[src/rtl/mc_ctrl_pkg.sv]
// Shared encodings for the multi-cycle CPU main control FSM.
// Optional feature macro: MC_CTRL_ZEXT_EN (andi/ori with zero extension).
package mc_ctrl_pkg;

  typedef enum logic [3:0] {
    S_FETCH    = 4'd0,
    S_DECODE   = 4'd1,
    S_MEM_ADDR = 4'd2,
    S_MEM_RD   = 4'd3,
    S_MEM_WB   = 4'd4,
    S_MEM_WR   = 4'd5,
    S_EXEC_R   = 4'd6,
    S_R_WB     = 4'd7,
    S_EXEC_I   = 4'd8,
    S_I_WB     = 4'd9,
    S_BRANCH   = 4'd10,
    S_JUMP     = 4'd11,
    S_HALT     = 4'd12
  } state_t;

  localparam logic [5:0] OP_RTYPE = 6'b000000;
  localparam logic [5:0] OP_LW    = 6'b100011;
  localparam logic [5:0] OP_SW    = 6'b101011;
  localparam logic [5:0] OP_BEQ   = 6'b000100;
  localparam logic [5:0] OP_J     = 6'b000010;
  localparam logic [5:0] OP_ADDI  = 6'b001000;
  localparam logic [5:0] OP_ANDI  = 6'b001100;
  localparam logic [5:0] OP_ORI   = 6'b001101;

  localparam logic [2:0] ALU_ADD   = 3'b000;
  localparam logic [2:0] ALU_SUB   = 3'b001;
  localparam logic [2:0] ALU_FUNCT = 3'b010;
  localparam logic [2:0] ALU_AND   = 3'b011;
  localparam logic [2:0] ALU_OR    = 3'b100;

  localparam logic [1:0] SRCB_B      = 2'b00;
  localparam logic [1:0] SRCB_FOUR   = 2'b01;
  localparam logic [1:0] SRCB_EXT    = 2'b10;
  localparam logic [1:0] SRCB_EXT_SH = 2'b11;

  localparam logic [1:0] PCSRC_ALU    = 2'b00;
  localparam logic [1:0] PCSRC_ALUOUT = 2'b01;
  localparam logic [1:0] PCSRC_JUMP   = 2'b10;

  typedef struct packed {
    logic       pc_write;
    logic       pc_write_cond;
    logic       iord;
    logic       mem_read;
    logic       mem_write;
    logic       ir_write;
    logic       reg_dst;
    logic       mem_to_reg;
    logic       reg_write;
    logic       alu_src_a;
    logic [1:0] alu_src_b;
    logic [2:0] alu_op;
    logic [1:0] pc_source;
    logic       ext_op;
  } ctrl_t;

endpackage

[src/rtl/mc_ctrl_if.sv]
// Control bus between the main FSM (master) and the multi-cycle datapath (slave).
// Handshake: a memory access is presented by mem_read/mem_write held steady; the
// access completes in the cycle mem_ready=1, and nothing advances while it is 0.
interface mc_ctrl_if;
  logic [5:0] opcode;
  logic       zero;
  logic       mem_ready;
  logic       pc_write;
  logic       pc_write_cond;
  logic       iord;
  logic       mem_read;
  logic       mem_write;
  logic       ir_write;
  logic       reg_dst;
  logic       mem_to_reg;
  logic       reg_write;
  logic       alu_src_a;
  logic [1:0] alu_src_b;
  logic [2:0] alu_op;
  logic [1:0] pc_source;
  logic       ext_op;
  logic       illegal;
  logic [3:0] state_o;

  modport master (
    input  opcode, zero, mem_ready,
    output pc_write, pc_write_cond, iord, mem_read, mem_write, ir_write,
           reg_dst, mem_to_reg, reg_write, alu_src_a, alu_src_b, alu_op,
           pc_source, ext_op, illegal, state_o
  );

  modport slave (
    output opcode, zero, mem_ready,
    input  pc_write, pc_write_cond, iord, mem_read, mem_write, ir_write,
           reg_dst, mem_to_reg, reg_write, alu_src_a, alu_src_b, alu_op,
           pc_source, ext_op, illegal, state_o
  );
endinterface

[src/rtl/mc_ctrl_outdec.sv]
// Combinational control-word decode from (state, opcode). Optional macro: MC_CTRL_ZEXT_EN.
// FETCH reports ir_write/pc_write unconditionally; the top gates them with mem_ready.
module mc_ctrl_outdec
  import mc_ctrl_pkg::*;
(
  input  state_t     state,
  input  logic [5:0] opcode,
  output ctrl_t      cw
);

  logic [2:0] imm_alu_op;
  logic       imm_ext_op;

  always_comb begin
    imm_alu_op = ALU_ADD;
    imm_ext_op = 1'b0;
`ifdef MC_CTRL_ZEXT_EN
    if (opcode == OP_ANDI) begin
      imm_alu_op = ALU_AND;
      imm_ext_op = 1'b1;
    end else if (opcode == OP_ORI) begin
      imm_alu_op = ALU_OR;
      imm_ext_op = 1'b1;
    end
`else
    if (opcode != OP_ADDI) imm_alu_op = ALU_ADD;
`endif
  end

  always_comb begin
    cw = '0;
    unique case (state)
      S_FETCH: begin
        cw.mem_read  = 1'b1;
        cw.ir_write  = 1'b1;
        cw.pc_write  = 1'b1;
        cw.alu_src_b = SRCB_FOUR;
        cw.pc_source = PCSRC_ALU;
      end
      S_DECODE: begin
        cw.alu_src_b = SRCB_EXT_SH;
        cw.alu_op    = ALU_ADD;
      end
      S_MEM_ADDR: begin
        cw.alu_src_a = 1'b1;
        cw.alu_src_b = SRCB_EXT;
        cw.alu_op    = ALU_ADD;
      end
      S_MEM_RD: begin
        cw.mem_read = 1'b1;
        cw.iord     = 1'b1;
      end
      S_MEM_WB: begin
        cw.reg_write  = 1'b1;
        cw.mem_to_reg = 1'b1;
      end
      S_MEM_WR: begin
        cw.mem_write = 1'b1;
        cw.iord      = 1'b1;
      end
      S_EXEC_R: begin
        cw.alu_src_a = 1'b1;
        cw.alu_src_b = SRCB_B;
        cw.alu_op    = ALU_FUNCT;
      end
      S_R_WB: begin
        cw.reg_write = 1'b1;
        cw.reg_dst   = 1'b1;
      end
      S_EXEC_I: begin
        cw.alu_src_a = 1'b1;
        cw.alu_src_b = SRCB_EXT;
        cw.alu_op    = imm_alu_op;
        cw.ext_op    = imm_ext_op;
      end
      S_I_WB: begin
        cw.reg_write = 1'b1;
        cw.alu_op    = imm_alu_op;
        cw.ext_op    = imm_ext_op;
      end
      S_BRANCH: begin
        cw.alu_src_a     = 1'b1;
        cw.alu_src_b     = SRCB_B;
        cw.alu_op        = ALU_SUB;
        cw.pc_write_cond = 1'b1;
        cw.pc_source     = PCSRC_ALUOUT;
      end
      S_JUMP: begin
        cw.pc_write  = 1'b1;
        cw.pc_source = PCSRC_JUMP;
      end
      default: cw = '0;
    endcase
  end

endmodule

[src/rtl/mc_ctrl_fsm.sv]
// Main control FSM of the multi-cycle CPU: state register, next-state logic, sticky
// illegal flag. Optional macro: MC_CTRL_ZEXT_EN enables andi/ori decode.
module mc_ctrl_fsm
  import mc_ctrl_pkg::*;
(
  input  logic        clk,
  input  logic        rst,
  mc_ctrl_if.master   bus
);

  state_t state, state_nx;
  logic   illegal_q, illegal_set;
  ctrl_t  cw, cw_out;

  always_ff @(posedge clk) begin
    if (rst) begin
      state     <= S_FETCH;
      illegal_q <= 1'b0;
    end else begin
      state <= state_nx;
      if (illegal_set) illegal_q <= 1'b1;
    end
  end

  always_comb begin
    state_nx    = state;
    illegal_set = 1'b0;
    unique case (state)
      S_FETCH:    if (bus.mem_ready) state_nx = S_DECODE;
      S_DECODE: begin
        unique case (bus.opcode)
          OP_LW, OP_SW: state_nx = S_MEM_ADDR;
          OP_RTYPE:     state_nx = S_EXEC_R;
          OP_BEQ:       state_nx = S_BRANCH;
          OP_J:         state_nx = S_JUMP;
          OP_ADDI:      state_nx = S_EXEC_I;
`ifdef MC_CTRL_ZEXT_EN
          OP_ANDI, OP_ORI: state_nx = S_EXEC_I;
`endif
          default: begin
            state_nx    = S_HALT;
            illegal_set = 1'b1;
          end
        endcase
      end
      S_MEM_ADDR: state_nx = (bus.opcode == OP_SW) ? S_MEM_WR : S_MEM_RD;
      S_MEM_RD:   if (bus.mem_ready) state_nx = S_MEM_WB;
      S_MEM_WB:   state_nx = S_FETCH;
      S_MEM_WR:   if (bus.mem_ready) state_nx = S_FETCH;
      S_EXEC_R:   state_nx = S_R_WB;
      S_R_WB:     state_nx = S_FETCH;
      S_EXEC_I:   state_nx = S_I_WB;
      S_I_WB:     state_nx = S_FETCH;
      S_BRANCH:   state_nx = S_FETCH;
      S_JUMP:     state_nx = S_FETCH;
      S_HALT:     state_nx = S_HALT;
      default:    state_nx = S_FETCH;
    endcase
  end

  mc_ctrl_outdec u_outdec (
    .state  (state),
    .opcode (bus.opcode),
    .cw     (cw)
  );

  // IR/PC load only on the completing fetch cycle; rst blanks everything, even mid-wait.
  always_comb begin
    cw_out = cw;
    if (state == S_FETCH && !bus.mem_ready) begin
      cw_out.ir_write = 1'b0;
      cw_out.pc_write = 1'b0;
    end
    if (rst) cw_out = '0;
  end

  assign bus.pc_write      = cw_out.pc_write;
  assign bus.pc_write_cond = cw_out.pc_write_cond;
  assign bus.iord          = cw_out.iord;
  assign bus.mem_read      = cw_out.mem_read;
  assign bus.mem_write     = cw_out.mem_write;
  assign bus.ir_write      = cw_out.ir_write;
  assign bus.reg_dst       = cw_out.reg_dst;
  assign bus.mem_to_reg    = cw_out.mem_to_reg;
  assign bus.reg_write     = cw_out.reg_write;
  assign bus.alu_src_a     = cw_out.alu_src_a;
  assign bus.alu_src_b     = cw_out.alu_src_b;
  assign bus.alu_op        = cw_out.alu_op;
  assign bus.pc_source     = cw_out.pc_source;
  assign bus.ext_op        = cw_out.ext_op;
  assign bus.illegal       = illegal_q & ~rst;
  assign bus.state_o       = rst ? S_FETCH : state;

endmodule

[src/flat_wrapper.sv]
// flat-port wrapper written by rule: the top's interface ports become plain ports
module mc_ctrl_fsm_flat import mc_ctrl_pkg::*;
  (clk, rst, bus_opcode, bus_zero, bus_mem_ready, bus_pc_write, bus_pc_write_cond, bus_iord, bus_mem_read, bus_mem_write, bus_ir_write, bus_reg_dst, bus_mem_to_reg, bus_reg_write, bus_alu_src_a, bus_alu_src_b, bus_alu_op, bus_pc_source, bus_ext_op, bus_illegal, bus_state_o);
  mc_ctrl_if bus_i ();
  input  logic clk;
  input  logic rst;
  input wire logic [$bits(bus_i.opcode)-1:0] bus_opcode;
  input wire logic [$bits(bus_i.zero)-1:0] bus_zero;
  input wire logic [$bits(bus_i.mem_ready)-1:0] bus_mem_ready;
  output wire logic [$bits(bus_i.pc_write)-1:0] bus_pc_write;
  output wire logic [$bits(bus_i.pc_write_cond)-1:0] bus_pc_write_cond;
  output wire logic [$bits(bus_i.iord)-1:0] bus_iord;
  output wire logic [$bits(bus_i.mem_read)-1:0] bus_mem_read;
  output wire logic [$bits(bus_i.mem_write)-1:0] bus_mem_write;
  output wire logic [$bits(bus_i.ir_write)-1:0] bus_ir_write;
  output wire logic [$bits(bus_i.reg_dst)-1:0] bus_reg_dst;
  output wire logic [$bits(bus_i.mem_to_reg)-1:0] bus_mem_to_reg;
  output wire logic [$bits(bus_i.reg_write)-1:0] bus_reg_write;
  output wire logic [$bits(bus_i.alu_src_a)-1:0] bus_alu_src_a;
  output wire logic [$bits(bus_i.alu_src_b)-1:0] bus_alu_src_b;
  output wire logic [$bits(bus_i.alu_op)-1:0] bus_alu_op;
  output wire logic [$bits(bus_i.pc_source)-1:0] bus_pc_source;
  output wire logic [$bits(bus_i.ext_op)-1:0] bus_ext_op;
  output wire logic [$bits(bus_i.illegal)-1:0] bus_illegal;
  output wire logic [$bits(bus_i.state_o)-1:0] bus_state_o;
  assign bus_i.opcode = bus_opcode;
  assign bus_i.zero = bus_zero;
  assign bus_i.mem_ready = bus_mem_ready;
  assign bus_pc_write = bus_i.pc_write;
  assign bus_pc_write_cond = bus_i.pc_write_cond;
  assign bus_iord = bus_i.iord;
  assign bus_mem_read = bus_i.mem_read;
  assign bus_mem_write = bus_i.mem_write;
  assign bus_ir_write = bus_i.ir_write;
  assign bus_reg_dst = bus_i.reg_dst;
  assign bus_mem_to_reg = bus_i.mem_to_reg;
  assign bus_reg_write = bus_i.reg_write;
  assign bus_alu_src_a = bus_i.alu_src_a;
  assign bus_alu_src_b = bus_i.alu_src_b;
  assign bus_alu_op = bus_i.alu_op;
  assign bus_pc_source = bus_i.pc_source;
  assign bus_ext_op = bus_i.ext_op;
  assign bus_illegal = bus_i.illegal;
  assign bus_state_o = bus_i.state_o;
  mc_ctrl_fsm u_core (.clk(clk), .rst(rst), .bus(bus_i));
endmodule
[config.mk]
export PLATFORM = sky130hd
export DESIGN_NAME = mc_ctrl_fsm_flat
export DESIGN_NICKNAME = d
export VERILOG_FILES = /design/src/rtl/mc_ctrl_pkg.sv /design/src/rtl/mc_ctrl_if.sv /design/src/rtl/mc_ctrl_outdec.sv /design/src/rtl/mc_ctrl_fsm.sv /design/src/flat_wrapper.sv
export SDC_FILE = /design/constraint.sdc
export NUM_CORES = 1
export LEC_CHECK = 0
export ABC_AREA = 1
export CAP_MARGIN = 20
export CELL_PAD_IN_SITES_DETAIL_PLACEMENT = 0
export CELL_PAD_IN_SITES_GLOBAL_PLACEMENT = 2
export CORE_MARGIN = 5
export CORE_UTILIZATION = 19
export CTS_CLUSTER_DIAMETER = 60
export CTS_CLUSTER_SIZE = 25
export DETAILED_ROUTE_END_ITERATION = 10
export MAX_ROUTING_LAYER = met4
export PLACE_DENSITY = 0.82
export SETUP_SLACK_MARGIN = 0.4
export SYNTH_ARGS = -nofsm -noshare
export SYNTH_HDL_FRONTEND = slang
export SYNTH_SLANG_ARGS = --single-unit
[constraint.sdc]
create_clock -name clk -period 2.4 [get_ports clk]
set_input_delay 0.36 -clock clk [delete_from_list [all_inputs] [get_ports clk]]
set_output_delay 0.36 -clock clk [all_outputs]
set_load 0.01 [all_outputs]
==> metrics.md <==
| Metric | Value |
|---|---|
| Run status | complete, no violations |
| Antenna cells | 0 |
| R2r startpoint | u_core.state[1] |
| CP max FO | 4 |
| Cell Pwr Density | 631 nW/um2 |
| Hold EP | u_core.illegal_q |
| Total wire length | 2030 um |
| Initial DRC Count | 22 |
| Worst hold path type | register to register |
| Grt ovf | 0 |
| Critical Path Sink Type | primary output |
| CTS H-Tree Depth | 1 |
| Data required time of the critical path | 2.04 ns |
| Most common cell after layout, fill and taps aside | nor2_1 |
| Synth Cell Area | 658 um2 |
| Endpoints failing hold | 0 |
| Final worst setup slack | 0.417 ns |
| Final setup TNS | 0 ns |
| Site Rows | 21 |
| Die ar. | 4740 um2 |
| DRC Markers | 0 |
| Sink Count | 5 |
| Largest stage delay on the critical path | 0.52 ns |
| Pre-Repair DR Iteration Count | 2 |
| All-Layer GR Usage | 9.52% |
| Peak supply drop | 0.152 mV |
| Post-layout min period | 1.98 ns |
| Number of global-route vias before repair | 781 |
| Max cap viols | 0 |
| Final setup vio count | 0 |
| Max Clock Freq | 504 MHz |
| Antenna Nets Post-Route | 0 |
| P&R area growth vs syn | 62.9% |
| Share of layout cells above drive strength 1 | 21.3% |
| Most frequent cells in the layout | 23 x nor2_1, 22 x nand2_1, 15 x inv_1, 13 x clkdlybuf4s50_1, 11 x dlygate4sd2_1 |
| Tcrit/Tclk final | 82.6% |
| CP most frequent cell | nand2_1 |
| Worst path bufs/invs | 3 |
| Kind of critical path | register to primary output |
| WL/cell | 10.4 um |
| Clock Path Buffers | 2 |
| Buffers on Ports | 29 |
| Critical Path AT | 1.62 ns |
| Worst path cell trace | inv_2, nor2_4, nand2_1, nand3_1, nand2_1, inv_1, clkdlybuf4s50_1 |
| Hold Path Depth | 2 |
| Initial antenna violation count | 0 |
| Hold path startpoint | u_core.illegal_q |
| DIE WIDTH | 68.9 um |
| Largest net degree at the start of global routing | 16 |
| CTS tree | done |
| CTS root buf | clkbuf_4 |
| RSZ-0062 raised after global routing | true |
| Clock latency on the worst-skew pair | 0.25 ns |
| Vias | 803 |
| Post-Syn Area per Cell | 5.63 um2 |
| Library cells used by synthesis | 24 |
| Hpwl dp | 1710 um |
| Cell count after placement | 190 |
| Worst slack after detailed placement | 0.162 ns |
| Via density per instance | 4.10 |
| CP top delay family | buffers and inverters |
| Die H | 68.9 um |
| Ys Warns | 0 |
| I/O pins | 33 |
| Clock Skews | 0.00133 ns |
| Non-Filler Instances | 196 |
| Reg-to-reg slack, setup | 1.11 ns |
| CTS Buf Count | 3 |
| RR Endpoint | u_core.state[2] |
| Core area | 3340 um2 |
| Clock Pin Slew Worst Setup and Hold Paths | 0.05 ns |
| R2R cell count | 9 |
| Startpoint Class | register |
| Crit path max-delay cell type | clkdlybuf4s50_1 |
| Gate Count Post-Synth | 117 |
| #FFs+latches synth | 5 |
| Initial Util | 19.7% |
| P_leak | 0.611 nW |
| Routability cong. | 0.827 |
| First-pass GRT wire length | 3300 um |
| Slew Limit Fails | 0 |
| Sequential-to-total area share from yosys stat | 15.2% |
| Layout Nets | 161 |
## timing repair
item | CTS | global route
endpoints found under the setup margin | 20 | 9
gates resized for setup | 16 | 12
hold buffers | 0 | 0
pin swaps | 1 | 2
setup buffers | 1 | 1
## worst min-delay path: cells and delay by family (launching register included)
kind	cells	cell delay [ns]
compound gates	1	0.08
flops	1	0.29
buf+inv	1	0.06
## registers in the layout, indices dropped and copies added (netlist names)
| name | cells |
|---|---|
| u_core.illegal_q | 1 |
| u_core.state | 4 |
## synth_stat cells
cell type,instances,area (um2)
nor2_1,24,90.1
nand2_1,23,86.3
inv_1,16,60.1
nand3_1,8,40.0
dfxtp_1,5,100
nand2_2,5,31.3
inv_2,4,15.0
a21oi_1,3,15.0
a31oi_1,3,18.8
buf_4,3,22.5
nand4_1,3,18.8
nor2_4,3,33.8
o21ai_0,3,15.0
clkbuf_1,2,7.51
nor2_2,2,12.5
o22ai_1,2,12.5
a21oi_2,1,8.76
a31oi_4,1,21.3
conb_1,1,3.75
nor2_8,1,20.0
nor4_1,1,6.26
o211ai_1,1,7.51
o21ai_1,1,5.00
or2_2,1,6.26
## worst max path at each step
stage | from | endpoint | slack (ns) | depth (start not counted)
final | u_core.state[2] | bus_reg_write | 0.42 | 7
after floorplan | rst | bus_pc_source[0] | 0.71 | 5
after global placement | rst | bus_alu_src_a | 0.17 | 6
after detailed placement | rst | bus_alu_src_a | 0.16 | 6
after global routing | u_core.state[3] | bus_reg_write | 0.29 | 7
after CTS | u_core.state[1] | bus_ir_write | 0.30 | 6
## power breakdown
| group | internal, mW | switching, mW |
|---|---|---|
| logic | 0.180 | 0.253 |
| clock network | 0.0632 | 0.0399 |
| registers | 0.112 | 0.0284 |
## through the flow
stage               cell area [um2]  total power, mW  util, %  hold slack [ns]
floorplan                       662            0.410        -            0.457
global placement               1010            0.573     30.2            0.473
detailed placement             1010            0.573     30.2            0.480
CTS                            1040            0.674     31.1            0.486
global route                   1070            0.739     32.1            0.538
finish                         1070            0.676     32.1            0.485
## routing by layer
metal  vias up  share of wire [%]  global-route usage, %
met4         0                1.3                   4.38
met5         -                  0                      -
li1        436                  -                      -
met1       337                 45                   11.4
met3         4                6.6                   1.30
met2        26                 47                   15.7
## logic make-up (layout without fill, tap and decap cells)
family          Yosys count  after routing  synth area share (%)
simple gates             71             71                  52.5
buf+inv                  25             57                  16.0
compound gates           15             15                  15.8
flops                     5              5                  15.2
other cells               1              2                 0.570
## area by class of cell
| class | instances | area (um2) |
|---|---|---|
| fillers | 400 | 2260 |
| multi-input cells | 88 | 472 |
| repair buffers | 33 | 332 |
| flip-flops and latches | 5 | 110 |
| inverters | 20 | 75.1 |
| well taps | 46 | 57.6 |
| clock buffers | 4 | 26.3 |
Note: power is estimated with default switching activity, not from simulation.
